### src/rtl/rh_axi4_wr_slave_if.sv
// rh_axi4_wr_slave_if: AXI4 write-channel bundle (AW, W, B) for rh_axi4_wr_slave.
//   AW: AWVALID/AWREADY, AWADDR[AW], AWID[IW], AWLEN[8], AWSIZE[3], AWBURST[2],
//       AWLOCK, AWCACHE, AWPROT, AWQOS, AWREGION, AWUSER[UW]
//   W : WVALID/WREADY, WDATA[DW], WSTRB[DW/8], WLAST, WUSER[UW]
//   B : BVALID/BREADY, BID[IW], BRESP[2], BUSER[UW]
//   modport master drives requests, modport slave drives ready/response.
interface rh_axi4_wr_slave_if #(
    parameter int AW = 32,
    parameter int DW = 32,
    parameter int IW = 4,
    parameter int UW = 1
);
    logic          AWVALID;
    logic          AWREADY;
    logic [AW-1:0] AWADDR;
    logic [IW-1:0] AWID;
    logic [7:0]    AWLEN;
    logic [2:0]    AWSIZE;
    logic [1:0]    AWBURST;
    logic          AWLOCK;
    logic [3:0]    AWCACHE;
    logic [2:0]    AWPROT;
    logic [3:0]    AWQOS;
    logic [3:0]    AWREGION;
    logic [UW-1:0] AWUSER;

    logic            WVALID;
    logic            WREADY;
    logic [DW-1:0]   WDATA;
    logic [DW/8-1:0] WSTRB;
    logic            WLAST;
    logic [UW-1:0]   WUSER;

    logic          BVALID;
    logic          BREADY;
    logic [IW-1:0] BID;
    logic [1:0]    BRESP;
    logic [UW-1:0] BUSER;

    modport master (
        output AWVALID, AWADDR, AWID, AWLEN, AWSIZE, AWBURST, AWLOCK, AWCACHE,
               AWPROT, AWQOS, AWREGION, AWUSER,
        input  AWREADY,
        output WVALID, WDATA, WSTRB, WLAST, WUSER,
        input  WREADY,
        input  BVALID, BID, BRESP, BUSER,
        output BREADY
    );

    modport slave (
        input  AWVALID, AWADDR, AWID, AWLEN, AWSIZE, AWBURST, AWLOCK, AWCACHE,
               AWPROT, AWQOS, AWREGION, AWUSER,
        output AWREADY,
        input  WVALID, WDATA, WSTRB, WLAST, WUSER,
        output WREADY,
        output BVALID, BID, BRESP, BUSER,
        input  BREADY
    );
endinterface

### src/rtl/rh_axi4_wr_slave.sv
// rh_axi4_wr_slave: single-outstanding AXI4 write slave feeding a simple memory write port.
//   ACLK, ARESET   : clock, asynchronous active-high reset
//   axi (slave)    : AXI4 AW/W/B channels
//   mem_we         : one-cycle write strobe, registered one edge after each accepted beat
//   mem_addr       : byte address of the beat
//   mem_wdata/wstrb: beat data and byte strobes
module rh_axi4_wr_slave #(
    parameter int AW = 32,
    parameter int DW = 32,
    parameter int IW = 4,
    parameter int UW = 1
) (
    input  logic              ACLK,
    input  logic              ARESET,
    rh_axi4_wr_slave_if.slave axi,
    output logic              mem_we,
    output logic [AW-1:0]     mem_addr,
    output logic [DW-1:0]     mem_wdata,
    output logic [DW/8-1:0]   mem_wstrb
);
    typedef enum logic [1:0] {IDLE, DATA, RESP} state_t;

    localparam logic [AW-1:0] ONE = 1;

    state_t        state, state_nxt;
    logic [IW-1:0] id_q, bid_q;
    logic [AW-1:0] addr_q;
    logic [7:0]    len_q, cnt_q;
    logic [2:0]    size_q;
    logic [1:0]    burst_q, bresp_q;
    logic          err_q, bvalid_q;

    logic          aw_hs, w_hs, b_hs, w_end, w_mis, aw_err;
    logic [AW-1:0] bytes, aligned, wmask, addr_nxt;
    logic          unused_ok;

    assign axi.AWREADY = (state == IDLE);
    assign axi.WREADY  = (state == DATA);
    assign axi.BVALID  = bvalid_q;
    assign axi.BID     = bid_q;
    assign axi.BRESP   = bresp_q;
    assign axi.BUSER   = '0;

    assign unused_ok = ^{axi.AWLOCK, axi.AWCACHE, axi.AWPROT, axi.AWQOS,
                         axi.AWREGION, axi.AWUSER, axi.WUSER};

    assign aw_hs = axi.AWVALID && (state == IDLE);
    assign w_hs  = axi.WVALID && (state == DATA);
    assign b_hs  = axi.BREADY && (state == RESP);

    // The burst ends on WLAST or on the final counted beat; disagreement is a protocol error.
    assign w_end = axi.WLAST || (cnt_q == len_q);
    assign w_mis = axi.WLAST != (cnt_q == len_q);

    assign aw_err = (axi.AWBURST == 2'b11) ||
                    ((32'd1 << axi.AWSIZE) > 32'(DW / 8)) ||
                    ((axi.AWBURST == 2'b10) && !(axi.AWLEN inside {8'd1, 8'd3, 8'd7, 8'd15}));

    // Later beats are size-aligned; WRAP keeps the offset inside a (len+1)*size window.
    assign bytes    = ONE << size_q;
    assign aligned  = addr_q & ~(bytes - ONE);
    assign wmask    = ((AW'(len_q) + ONE) << size_q) - ONE;
    assign addr_nxt = (burst_q == 2'b00) ? addr_q :
                      (burst_q == 2'b10) ? ((addr_q & ~wmask) | ((aligned + bytes) & wmask)) :
                                           aligned + bytes;

    always_ff @(posedge ACLK or posedge ARESET) begin
        if (ARESET)
            state <= IDLE;
        else
            state <= state_nxt;
    end

    always_comb begin
        state_nxt = state;
        if (aw_hs)
            state_nxt = DATA;
        if (w_hs && w_end)
            state_nxt = RESP;
        if (b_hs)
            state_nxt = IDLE;
    end

    always_ff @(posedge ACLK or posedge ARESET) begin
        if (ARESET) begin
            id_q      <= '0;
            addr_q    <= '0;
            len_q     <= '0;
            size_q    <= '0;
            burst_q   <= '0;
            cnt_q     <= '0;
            err_q     <= 1'b0;
            bvalid_q  <= 1'b0;
            bid_q     <= '0;
            bresp_q   <= '0;
            mem_we    <= 1'b0;
            mem_addr  <= '0;
            mem_wdata <= '0;
            mem_wstrb <= '0;
        end else begin
            // The write is issued from the flag as it stood before this beat, so a
            // WLAST mismatch on the ending beat still writes that beat.
            mem_we <= w_hs && !err_q;
            if (w_hs && !err_q) begin
                mem_addr  <= addr_q;
                mem_wdata <= axi.WDATA;
                mem_wstrb <= axi.WSTRB;
            end
            if (w_hs) begin
                addr_q <= addr_nxt;
                cnt_q  <= cnt_q + 8'd1;
            end
            if (w_hs && w_mis)
                err_q <= 1'b1;
            if (aw_hs) begin
                id_q    <= axi.AWID;
                addr_q  <= axi.AWADDR;
                len_q   <= axi.AWLEN;
                size_q  <= axi.AWSIZE;
                burst_q <= axi.AWBURST;
                cnt_q   <= '0;
                err_q   <= aw_err;
            end
            if (w_hs && w_end) begin
                bvalid_q <= 1'b1;
                bid_q    <= id_q;
                bresp_q  <= (err_q || w_mis) ? 2'b10 : 2'b00;
            end
            if (b_hs)
                bvalid_q <= 1'b0;
        end
    end
endmodule

### src/flat_wrapper.sv
// flat-port wrapper written by rule: the top's interface ports become plain ports
module rh_axi4_wr_slave_flat 
#(
    parameter int AW = 32,
    parameter int DW = 32,
    parameter int IW = 4,
    parameter int UW = 1
)
  (ACLK, ARESET, mem_we, mem_addr, mem_wdata, mem_wstrb, axi_AWVALID, axi_AWADDR, axi_AWID, axi_AWLEN, axi_AWSIZE, axi_AWBURST, axi_AWLOCK, axi_AWCACHE, axi_AWPROT, axi_AWQOS, axi_AWREGION, axi_AWUSER, axi_AWREADY, axi_WVALID, axi_WDATA, axi_WSTRB, axi_WLAST, axi_WUSER, axi_WREADY, axi_BVALID, axi_BID, axi_BRESP, axi_BUSER, axi_BREADY);
  rh_axi4_wr_slave_if #(.AW(AW), .DW(DW), .IW(IW), .UW(UW)) axi_i ();
  input  logic ACLK;
  input  logic ARESET;
  output logic mem_we;
  output logic [AW-1:0] mem_addr;
  output logic [DW-1:0] mem_wdata;
  output logic [DW/8-1:0] mem_wstrb;
  input wire logic [$bits(axi_i.AWVALID)-1:0] axi_AWVALID;
  input wire logic [$bits(axi_i.AWADDR)-1:0] axi_AWADDR;
  input wire logic [$bits(axi_i.AWID)-1:0] axi_AWID;
  input wire logic [$bits(axi_i.AWLEN)-1:0] axi_AWLEN;
  input wire logic [$bits(axi_i.AWSIZE)-1:0] axi_AWSIZE;
  input wire logic [$bits(axi_i.AWBURST)-1:0] axi_AWBURST;
  input wire logic [$bits(axi_i.AWLOCK)-1:0] axi_AWLOCK;
  input wire logic [$bits(axi_i.AWCACHE)-1:0] axi_AWCACHE;
  input wire logic [$bits(axi_i.AWPROT)-1:0] axi_AWPROT;
  input wire logic [$bits(axi_i.AWQOS)-1:0] axi_AWQOS;
  input wire logic [$bits(axi_i.AWREGION)-1:0] axi_AWREGION;
  input wire logic [$bits(axi_i.AWUSER)-1:0] axi_AWUSER;
  output wire logic [$bits(axi_i.AWREADY)-1:0] axi_AWREADY;
  input wire logic [$bits(axi_i.WVALID)-1:0] axi_WVALID;
  input wire logic [$bits(axi_i.WDATA)-1:0] axi_WDATA;
  input wire logic [$bits(axi_i.WSTRB)-1:0] axi_WSTRB;
  input wire logic [$bits(axi_i.WLAST)-1:0] axi_WLAST;
  input wire logic [$bits(axi_i.WUSER)-1:0] axi_WUSER;
  output wire logic [$bits(axi_i.WREADY)-1:0] axi_WREADY;
  output wire logic [$bits(axi_i.BVALID)-1:0] axi_BVALID;
  output wire logic [$bits(axi_i.BID)-1:0] axi_BID;
  output wire logic [$bits(axi_i.BRESP)-1:0] axi_BRESP;
  output wire logic [$bits(axi_i.BUSER)-1:0] axi_BUSER;
  input wire logic [$bits(axi_i.BREADY)-1:0] axi_BREADY;
  assign axi_i.AWVALID = axi_AWVALID;
  assign axi_i.AWADDR = axi_AWADDR;
  assign axi_i.AWID = axi_AWID;
  assign axi_i.AWLEN = axi_AWLEN;
  assign axi_i.AWSIZE = axi_AWSIZE;
  assign axi_i.AWBURST = axi_AWBURST;
  assign axi_i.AWLOCK = axi_AWLOCK;
  assign axi_i.AWCACHE = axi_AWCACHE;
  assign axi_i.AWPROT = axi_AWPROT;
  assign axi_i.AWQOS = axi_AWQOS;
  assign axi_i.AWREGION = axi_AWREGION;
  assign axi_i.AWUSER = axi_AWUSER;
  assign axi_AWREADY = axi_i.AWREADY;
  assign axi_i.WVALID = axi_WVALID;
  assign axi_i.WDATA = axi_WDATA;
  assign axi_i.WSTRB = axi_WSTRB;
  assign axi_i.WLAST = axi_WLAST;
  assign axi_i.WUSER = axi_WUSER;
  assign axi_WREADY = axi_i.WREADY;
  assign axi_BVALID = axi_i.BVALID;
  assign axi_BID = axi_i.BID;
  assign axi_BRESP = axi_i.BRESP;
  assign axi_BUSER = axi_i.BUSER;
  assign axi_i.BREADY = axi_BREADY;
  rh_axi4_wr_slave #(.AW(AW), .DW(DW), .IW(IW), .UW(UW)) u_core (.ACLK(ACLK), .ARESET(ARESET), .axi(axi_i), .mem_we(mem_we), .mem_addr(mem_addr), .mem_wdata(mem_wdata), .mem_wstrb(mem_wstrb));
endmodule
### config.mk
export PLATFORM = sky130hd
export DESIGN_NAME = rh_axi4_wr_slave_flat
export DESIGN_NICKNAME = d
export VERILOG_FILES = /design/src/rtl/rh_axi4_wr_slave_if.sv /design/src/rtl/rh_axi4_wr_slave.sv /design/src/flat_wrapper.sv
export SDC_FILE = /design/constraint.sdc
export NUM_CORES = 1
export LEC_CHECK = 0
export ABC_AREA = 1
export CORE_ASPECT_RATIO = 0.75
export CORE_MARGIN = 5
export CORE_UTILIZATION = 40
export CTS_CLUSTER_DIAMETER = 30
export DETAILED_ROUTE_END_ITERATION = 6
export PLACE_DENSITY = 0.76
export SLEW_MARGIN = 40
export SYNTH_ARGS = -nofsm -noshare
export SYNTH_HDL_FRONTEND = slang
export SYNTH_SLANG_ARGS = --single-unit
### constraint.sdc
create_clock -name ACLK -period 5 [get_ports ACLK]
set_input_delay 1 -clock ACLK [delete_from_list [all_inputs] [get_ports ACLK]]
set_output_delay 1 -clock ACLK [all_outputs]
set_load 0.01 [all_outputs]
Word level (Yosys, flattened, before mapping) --
Index checks and enable logic that the tools add are counted.
Operators by class: reduce and logical (&&, ||, !) cells 21, shifts and indexed selects 3, $add $sub $neg 5, muxes and demuxes 14, equal/unequal tests 12, $lt $le $gt $ge 1, bitwise gates (word level) 6
Operators by type and width (count):
- $mux W32 | 4
- $and A32 B32 Y32 | 3
- $not A32 Y32 | 2
- $shl A1 B3 Y32 const A | 2
- $sub A32 B1 Y32 const B | 2
- $add A32 B32 Y32 | 1
- $gt A32 B3 Y1 const B | 1
- $or A32 B32 Y32 | 1
- $shl A32 B3 Y32 | 1
- $mux W8 | 2
- $add A8 B1 Y9 const B | 1
- $add A8 B1 Y8 const B | 1
- $eq A2 B2 Y1 const B | 4
- $eq A8 B1 Y1 const B | 1
- $eq A8 B2 Y1 const B | 1
- $eq A8 B3 Y1 const B | 1
- $eq A8 B4 Y1 const B | 1
- $eq A8 B8 Y1 | 1
- $mux W2 | 4
- $logic_and A1 B1 Y1 | 7
- $reduce_bool A2 Y1 | 3
- $logic_not A2 Y1 | 2
- $logic_or A1 B1 Y1 | 4
- $mux W1 | 4
- other kinds (7) | 8
Storage, ports and cells: input bits 109, bits in registers 136, logic and storage cells 77

Depth between registers and ports, before layout --
Gate-level depths: netlist (run 1).
depth in word-level cells 11, gate-level depth with buffers 22, mapped depth without buffers 21

Worst setup path after synthesis (run 1) --
No wires, ideal clock.
kind flip-flop to flip-flop, start point reg u_core.len_q[1], end point reg with a tool-made name, cell stages (with the launch flop) 19, path buffers 0, required time 4.876 ns, path slack 2.366 ns, arrival time 2.510 ns, clock period less this slack 2.634 ns, path through dfrtp_1 -> ha_1 -> o21ai_1 -> or2_2 -> nand2_1 -> inv_2 -> nand2_1 -> inv_2 -> nand2_2 -> nor2_4 -> nand3_2 -> nor2_4 -> nand2_1 -> nor4_1 -> ha_1 -> inv_1 -> a21oi_1 -> a21boi_0 -> a21oi_1
RTL lines:
- from (decl) | line rh_axi4_wr_slave.sv:28 | logic [7:0] len_q, cnt_q;
- from (signal assigned) | line rh_axi4_wr_slave.sv:118 | len_q <= axi.AWLEN;

==> results of run 1 <==
## power by group
part           internal (mW)  switching [mW]
combinational           1.53            2.11
sequential              1.59           0.429
clock                  0.815           0.500
## path summary, 6_finish.rpt
check,start,cells past startpoint,end,slack [ns]
setup / recovery,u_core.size_q[1],20,register,1.41
hold / removal,u_core.burst_q[1],2,u_core.burst_q[1],0.50
setup reg to reg,u_core.size_q[1],20,register,1.41
hold reg to reg,u_core.burst_q[1],2,u_core.burst_q[1],0.50
max in group asynchronous,ARESET,3,u_core.mem_addr[12],3.07
min in group asynchronous,ARESET,2,u_core.mem_wstrb[3],1.05
## cell type report
class                   count  area, um^2  area share [%]
clock buffers              19         453            4.21
clock inverters            13         169            1.57
inverters                 121         469            4.37
multi-input cells         787        4230            39.3
flip-flops and latches    135        3380            31.4
well taps                 258         323            3.00
repair buffers            174        1730            16.1
## metrics by stage
stage / setup slack (ns) / cells / power, mW / hold WS, ns
after floorplan: 0.389 / 1081 / 4.39 / 0.453
after global placement: 1.46 / 1475 / 5.55 / 0.456
after detailed placement: 1.45 / 1475 / 5.64 / 0.477
after CTS: 1.46 / 1507 / 6.99 / 0.491
after global routing: 1.06 / 1507 / 7.54 / 0.524
final: 1.41 / 1507 / 6.97 / 0.498
## logic make-up after synthesis
logic type                 count (synthesis)  synth area share, %
buffers and inverters                    159                 8.09
muxes                                     41                 5.57
DFF                                      135                 40.9
and+or+nand+nor                          554                 30.9
adders and majority gates                  9                 1.36
other                                      1               0.0454
AOI/OAI and AO/OA                        164                 11.2
xor gates and xnor gates                  17                 1.89
## per-layer routing
metal	share of wire (%)	vias to the layer above	track usage [%]
li1	-	3821	-
met1	49	3577	28.8
met2	42	273	28.3
met3	7.9	23	4.93
met4	1.2	0	4.89
met5	0	-	0
## worst reg2reg max path, stage by stage, from the launching register on
cell,delay (ns)
dfrtp_1,0.88
nand2_2,0.23
nor2_1,0.18
inv_1,0.06
ha_1,0.29
nand2_1,0.07
inv_1,0.04
ha_1,0.33
inv_1,0.09
nor3_1,0.20
nand2_1,0.09
nand2_2,0.13
nand2_2,0.11
nor2_4,0.19
inv_1,0.09
o21ai_1,0.13
nor2_1,0.05
nand2_1,0.09
nand2_1,0.10
nand2_2,0.07
o21ai_2,0.05
## cell usage in the layout (no fill, tap or decap), types with 3 or more instances in the layout
cell type	Yosys	routed
a21oi_1	69	69
a31oi_1	5	5
buf_4	4	6
bufinv_16	0	3
clkbuf_16	0	17
clkdlybuf4s50_1	0	167
clkinv_4	0	3
clkinvlp_4	0	4
dfrtp_1	135	135
ha_1	9	9
inv_1	108	107
inv_2	8	9
inv_4	3	3
mux2_2	40	40
nand2_1	288	288
nand2_2	22	22
nand2_4	4	4
nand3_1	72	72
nand3_2	10	10
nand4_1	8	8
nor2_1	101	99
nor2_2	2	3
nor2_4	8	9
nor2_8	3	3
nor3_1	19	19
nor4_1	9	9
o21ai_0	58	58
o21ai_1	10	10
o21ai_2	6	6
o31ai_1	4	4
or2_2	3	3
xor2_1	15	15
==> summary.txt, run 1 <==
Status
  • Run status: completed

Critical path
  • CP Max Fanout: 18
  • Req. time, crit path: 5.30 ns
  • CP max-delay cell: dfrtp_1
  • CP peak stage delay: 0.88 ns
  • Family with the most delay on the worst path: simple AND/OR/NAND/NOR gates
  • Worst setup EP type: register
  • Critical-path cell list: nand2_2 -> nor2_1 -> inv_1 -> ha_1 -> nand2_1 -> inv_1 -> ha_1 -> inv_1 -> nor3_1 -> nand2_1 -> nand2_2 -> nand2_2 -> nor2_4 -> inv_1 -> o21ai_1 -> nor2_1 -> nand2_1 -> nand2_1 -> nand2_2 -> o21ai_2
  • CP Class: register to register
  • Crit path buf inv count: 4
  • Worst path arrival time: 3.89 ns
  • Critical path launch point type: register

Clock network
  • Max clock buf depth: 2
  • Hold Buf Count CTS: 0
  • CTS Sinks: 135
  • CTS tree: done
  • Number of buffers created by CTS: 17
  • Setup bufs post-CTS: 0
  • Worst skew pair latency: 0.42 ns
  • Post_cts resized: 0
  • Clock transition at path regs: 0.06 ns
  • H-tree Lvls: 4
  • Root buffer cell: clkbuf_16

Pwr
  • Maximum vdd drop: 297 uV
  • Pwr Density: 649 nW/um^2
  • Pleak: 4.85 nW

Drt
  • Drt via density: 5.11
  • Drt pass-1 iters: 5
  • WL/cell: 15.0 um
  • Final ANT Viol Nets: 0
  • DRC viols: 0
  • Drt initial violations: 594
  • Vias: 7694
  • Final wirelength: 22.6 mm

Logic synthesis
  • Largest cells by area after synthesis: dfrtp_1 41%, nand2_1 13%, mux2_2 5.5%
  • Post-synthesis register bit count: 135
  • Synth Flop Type: dfrtp_1
  • Post-synthesis instance total: 1080
  • EDFF count, synth: 0
  • Top-count cell post-synth: nand2_1
  • Yosys warns: 0
  • Syn_area_per_cell: 7.65 um^2
  • Seq/Total Area, Yosys: 40.9%
  • Post-synth top area cell: dfrtp_1
  • Yosys top cell area share: 40.9%
  • Synthesized area: 8260 um^2
  • Most frequent cells after synthesis: 288 x nand2_1, 135 x dfrtp_1, 108 x inv_1
  • Netlist cell types: 52
  • Ys async rst share: 100%

Floorplanning
  • DIE WIDTH: 176 um
  • Site Rows: 45
  • Die area: 23700 um^2
  • Total I/O pin count: 188
  • Core area: 20300 um^2
  • Die H: 134 um
  • Initial Utilization: 40.8%

Placement
  • Routability cong.: 0.943
  • Port bufs: 167
  • Placed Area: 10100 um^2
  • Dpl hpwl: 16.9 mm

Finish
  • Finished Core Util: 53.0%
  • Synthesis-to-layout area growth: 30.1%
  • Filler cells: 1913
  • Nets: 1354
  • Design area: 10700 um^2
  • Layout cell share with drive strength beyond 1: 12.9%
  • Inserted Diodes: 0

STA
  • RSZ-0062 raised after global routing: false
  • Setup Skew: 0.0117 ns
  • Hold Vio Cnt, Final: 0
  • Fmax: 279 MHz
  • Final period util: 71.7%
  • Minimum clock period: 3.59 ns
  • Tightest Pin Transition: 0.835 ns
  • Setup TNS: 0 ns
  • Slew headroom: 44.3%
  • Max-slew violation total from the final report: 0
  • Final setup viols: 0

Global route
  • Vias in the first global route: 7407
  • First-pass GRT wire length: 37.3 mm
  • Gr usage total: 19.4%
  • Largest net degree at the start of global routing: 99
  • Global route overflow: 0
  • Initial antenna violation count: 0

Worst hold path
  • Worst hold path type: register to register

Job
  • Max cap viols: 0
Power figures use the tool's default switching activity.
==> run 2: changes to the inputs <==
--- a/config.mk
+++ b/config.mk
@@ -11,7 +11,7 @@
 export CORE_UTILIZATION = 40
 export CTS_CLUSTER_DIAMETER = 30
 export DETAILED_ROUTE_END_ITERATION = 6
-export PLACE_DENSITY = 0.76
+export PLACE_DENSITY = 0.79
 export SLEW_MARGIN = 40
 export SYNTH_ARGS = -nofsm -noshare
 export SYNTH_HDL_FRONTEND = slang
==> constraint.sdc (replaced) <==
create_clock -name ACLK -period 3.3 [get_ports ACLK]
set_input_delay 0.66 -clock ACLK [delete_from_list [all_inputs] [get_ports ACLK]]
set_output_delay 0.66 -clock ACLK [all_outputs]
set_load 0.01 [all_outputs]
==> run 2 against run 1 <==
  * Clock-buffer cell count decreased by 1
  * Global-route usage is 0.55 points higher
  * Critical path depth did not move
  * Highest routed layer unchanged
==> summary.txt, run 2 (synthesized netlist as in run 1, its figures left out) <==
Global route
  • Initial antenna violation count: 0
  • First-pass GRT wire length: 38.4 mm
  • Vias in the first global route: 7542
  • Gr usage total: 19.9%
  • Global route overflow: 0
  • Largest net degree at the start of global routing: 68

STA
  • Hold_ws: 0.489 ns
  • Final WS setup: 0.262 ns
  • Minimum clock period: 3.04 ns
  • Setup Skew: 0.0112 ns
  • Final setup viols: 0
  • Slew headroom: 61.9%
  • Max-slew violation total from the final report: 0
  • RSZ-0062 raised after global routing: false
  • Fmax: 329 MHz
  • Final period util: 92.0%
  • Hold Vio Cnt, Final: 0
  • Tightest Pin Transition: 0.567 ns
  • Setup TNS: 0 ns

Placement
  • Port bufs: 167
  • Dpl hpwl: 17.5 mm
  • Placed Area: 10200 um^2
  • Placed Instances: 1486
  • Routability cong.: 0.946
  • Dpl ws: 0.347 ns

Clock network
  • CTS Sinks: 135
  • Hold Buf Count CTS: 0
  • Root buffer cell: clkbuf_16
  • Setup bufs post-CTS: 0
  • Clock transition at path regs: 0.07 ns
  • H-tree Lvls: 4
  • Number of buffers created by CTS: 17
  • Max clock buf depth: 2
  • Worst skew pair latency: 0.42 ns
  • CTS tree: done
  • Post_cts resized: 0

Finish
  • Layout Cells excl Fill: 1518
  • Design area: 10900 um^2
  • Most common cell after layout, fill and taps aside: nand2_1
  • Synthesis-to-layout area growth: 32.0%
  • Commonest non-fill, non-tap cells in the layout: 288 x nand2_1, 167 x clkdlybuf4s50_1, 135 x dfrtp_1
  • Nets: 1365
  • Finished Core Util: 53.8%
  • Layout cell share with drive strength beyond 1: 13.6%
  • Inserted Diodes: 0

Drt
  • Vias: 7811
  • Final ANT Viol Nets: 0
  • Drt pass-1 iters: 6
  • DRC viols: 0
  • WL/cell: 15.4 um
  • Drt via density: 5.15
  • Drt initial violations: 574
  • Final wirelength: 23.4 mm

Critical path
  • Worst path arrival time: 3.35 ns
  • CP Class: register to register
  • CP Max Fanout: 7
  • Worst setup EP type: register
  • Req. time, crit path: 3.61 ns
  • Critical path launch point type: register

Pwr
  • Final Power: 10.9 mW
  • Pleak: 4.94 nW
  • Pwr Density: 995 nW/um^2
  • Maximum vdd drop: 429 uV

Floorplanning
  • Site Rows: 45
  • DIE WIDTH: 176 um
  • Core area: 20300 um^2
  • Die H: 134 um
  • Die area: 23700 um^2
  • Total I/O pin count: 188
  • Initial Utilization: 40.8%

Worst hold path
  • Worst hold path type: register to register

Status
  • Run status: completed

Job
  • Max cap viols: 0
[run 2: cell count changes in the layout (fill, tap and decap cells not counted)]
cell,previous run,this run
buf_12,0,4
buf_4,6,14
buf_6,1,0
bufinv_16,3,5
clkbuf_8,2,1
clkinv_2,1,2
clkinv_4,3,4
clkinvlp_4,4,2
inv_8,1,0
nor2_1,99,100
nor2_2,3,2
[run 2: where the power goes]
group | leakage, nW | internal [mW] | switching, mW | total, mW
sequential | 1.63 | 2.41 | 0.576 | 2.98
clock | 0.321 | 1.37 | 0.780 | 2.15
combinational | 2.99 | 2.39 | 3.33 | 5.73
total | 4.94 | 6.17 | 4.69 | 10.9
[run 2: layer usage]
layer	wire length [um]	share of wire [%]	track usage (%)	vias up
met5	0	0	0	-
met2	9880	42	29.9	327
met4	219	0.94	4.37	0
met3	2260	9.7	5.51	18
li1	-	-	-	3832
met1	11000	47	28.9	3634
[run 2: final timing paths]
path | from | end | slack (ns) | cells after the start
max in group asynchronous | ARESET | u_core.mem_wdata[26] | 1.85 | 4
min in group asynchronous | ARESET | u_core.mem_wdata[9] | 0.61 | 2
worst min register to register | u_core.axi.BID[3] | u_core.axi.BID[3] | 0.49 | 2
worst max-delay path | u_core.size_q[2] | register | 0.26 | 20
worst max register to register | u_core.size_q[2] | register | 0.26 | 20
worst min-delay path | u_core.axi.BID[3] | u_core.axi.BID[3] | 0.49 | 2
[run 2: final cells by class]
| cell class | instances | area (um^2) |
|---|---|---|
| Tap cell | 258 | 323 |
| Clock inverter | 14 | 220 |
| Timing Repair Buffer | 185 | 1860 |
| Inverter | 121 | 465 |
| Clock buffer | 18 | 439 |
| Multi-Input combinational cell | 787 | 4230 |
| Fill cell | 1886 | 9360 |
| Sequential cell | 135 | 3380 |
[run 2: worst max-delay path, stage by stage (launching register included)]
cell,delay (ns)
dfrtp_1,0.57
nand2_2,0.09
nor2_1,0.14
inv_1,0.06
ha_1,0.28
nand2_1,0.06
inv_1,0.04
ha_1,0.32
inv_1,0.08
nor3_1,0.21
nand2_1,0.10
nand2_2,0.14
nand2_2,0.11
nor2_4,0.19
inv_1,0.10
o21ai_1,0.12
nor2_1,0.07
nand2_1,0.06
nand2_1,0.06
nand2_2,0.05
o21ai_2,0.05
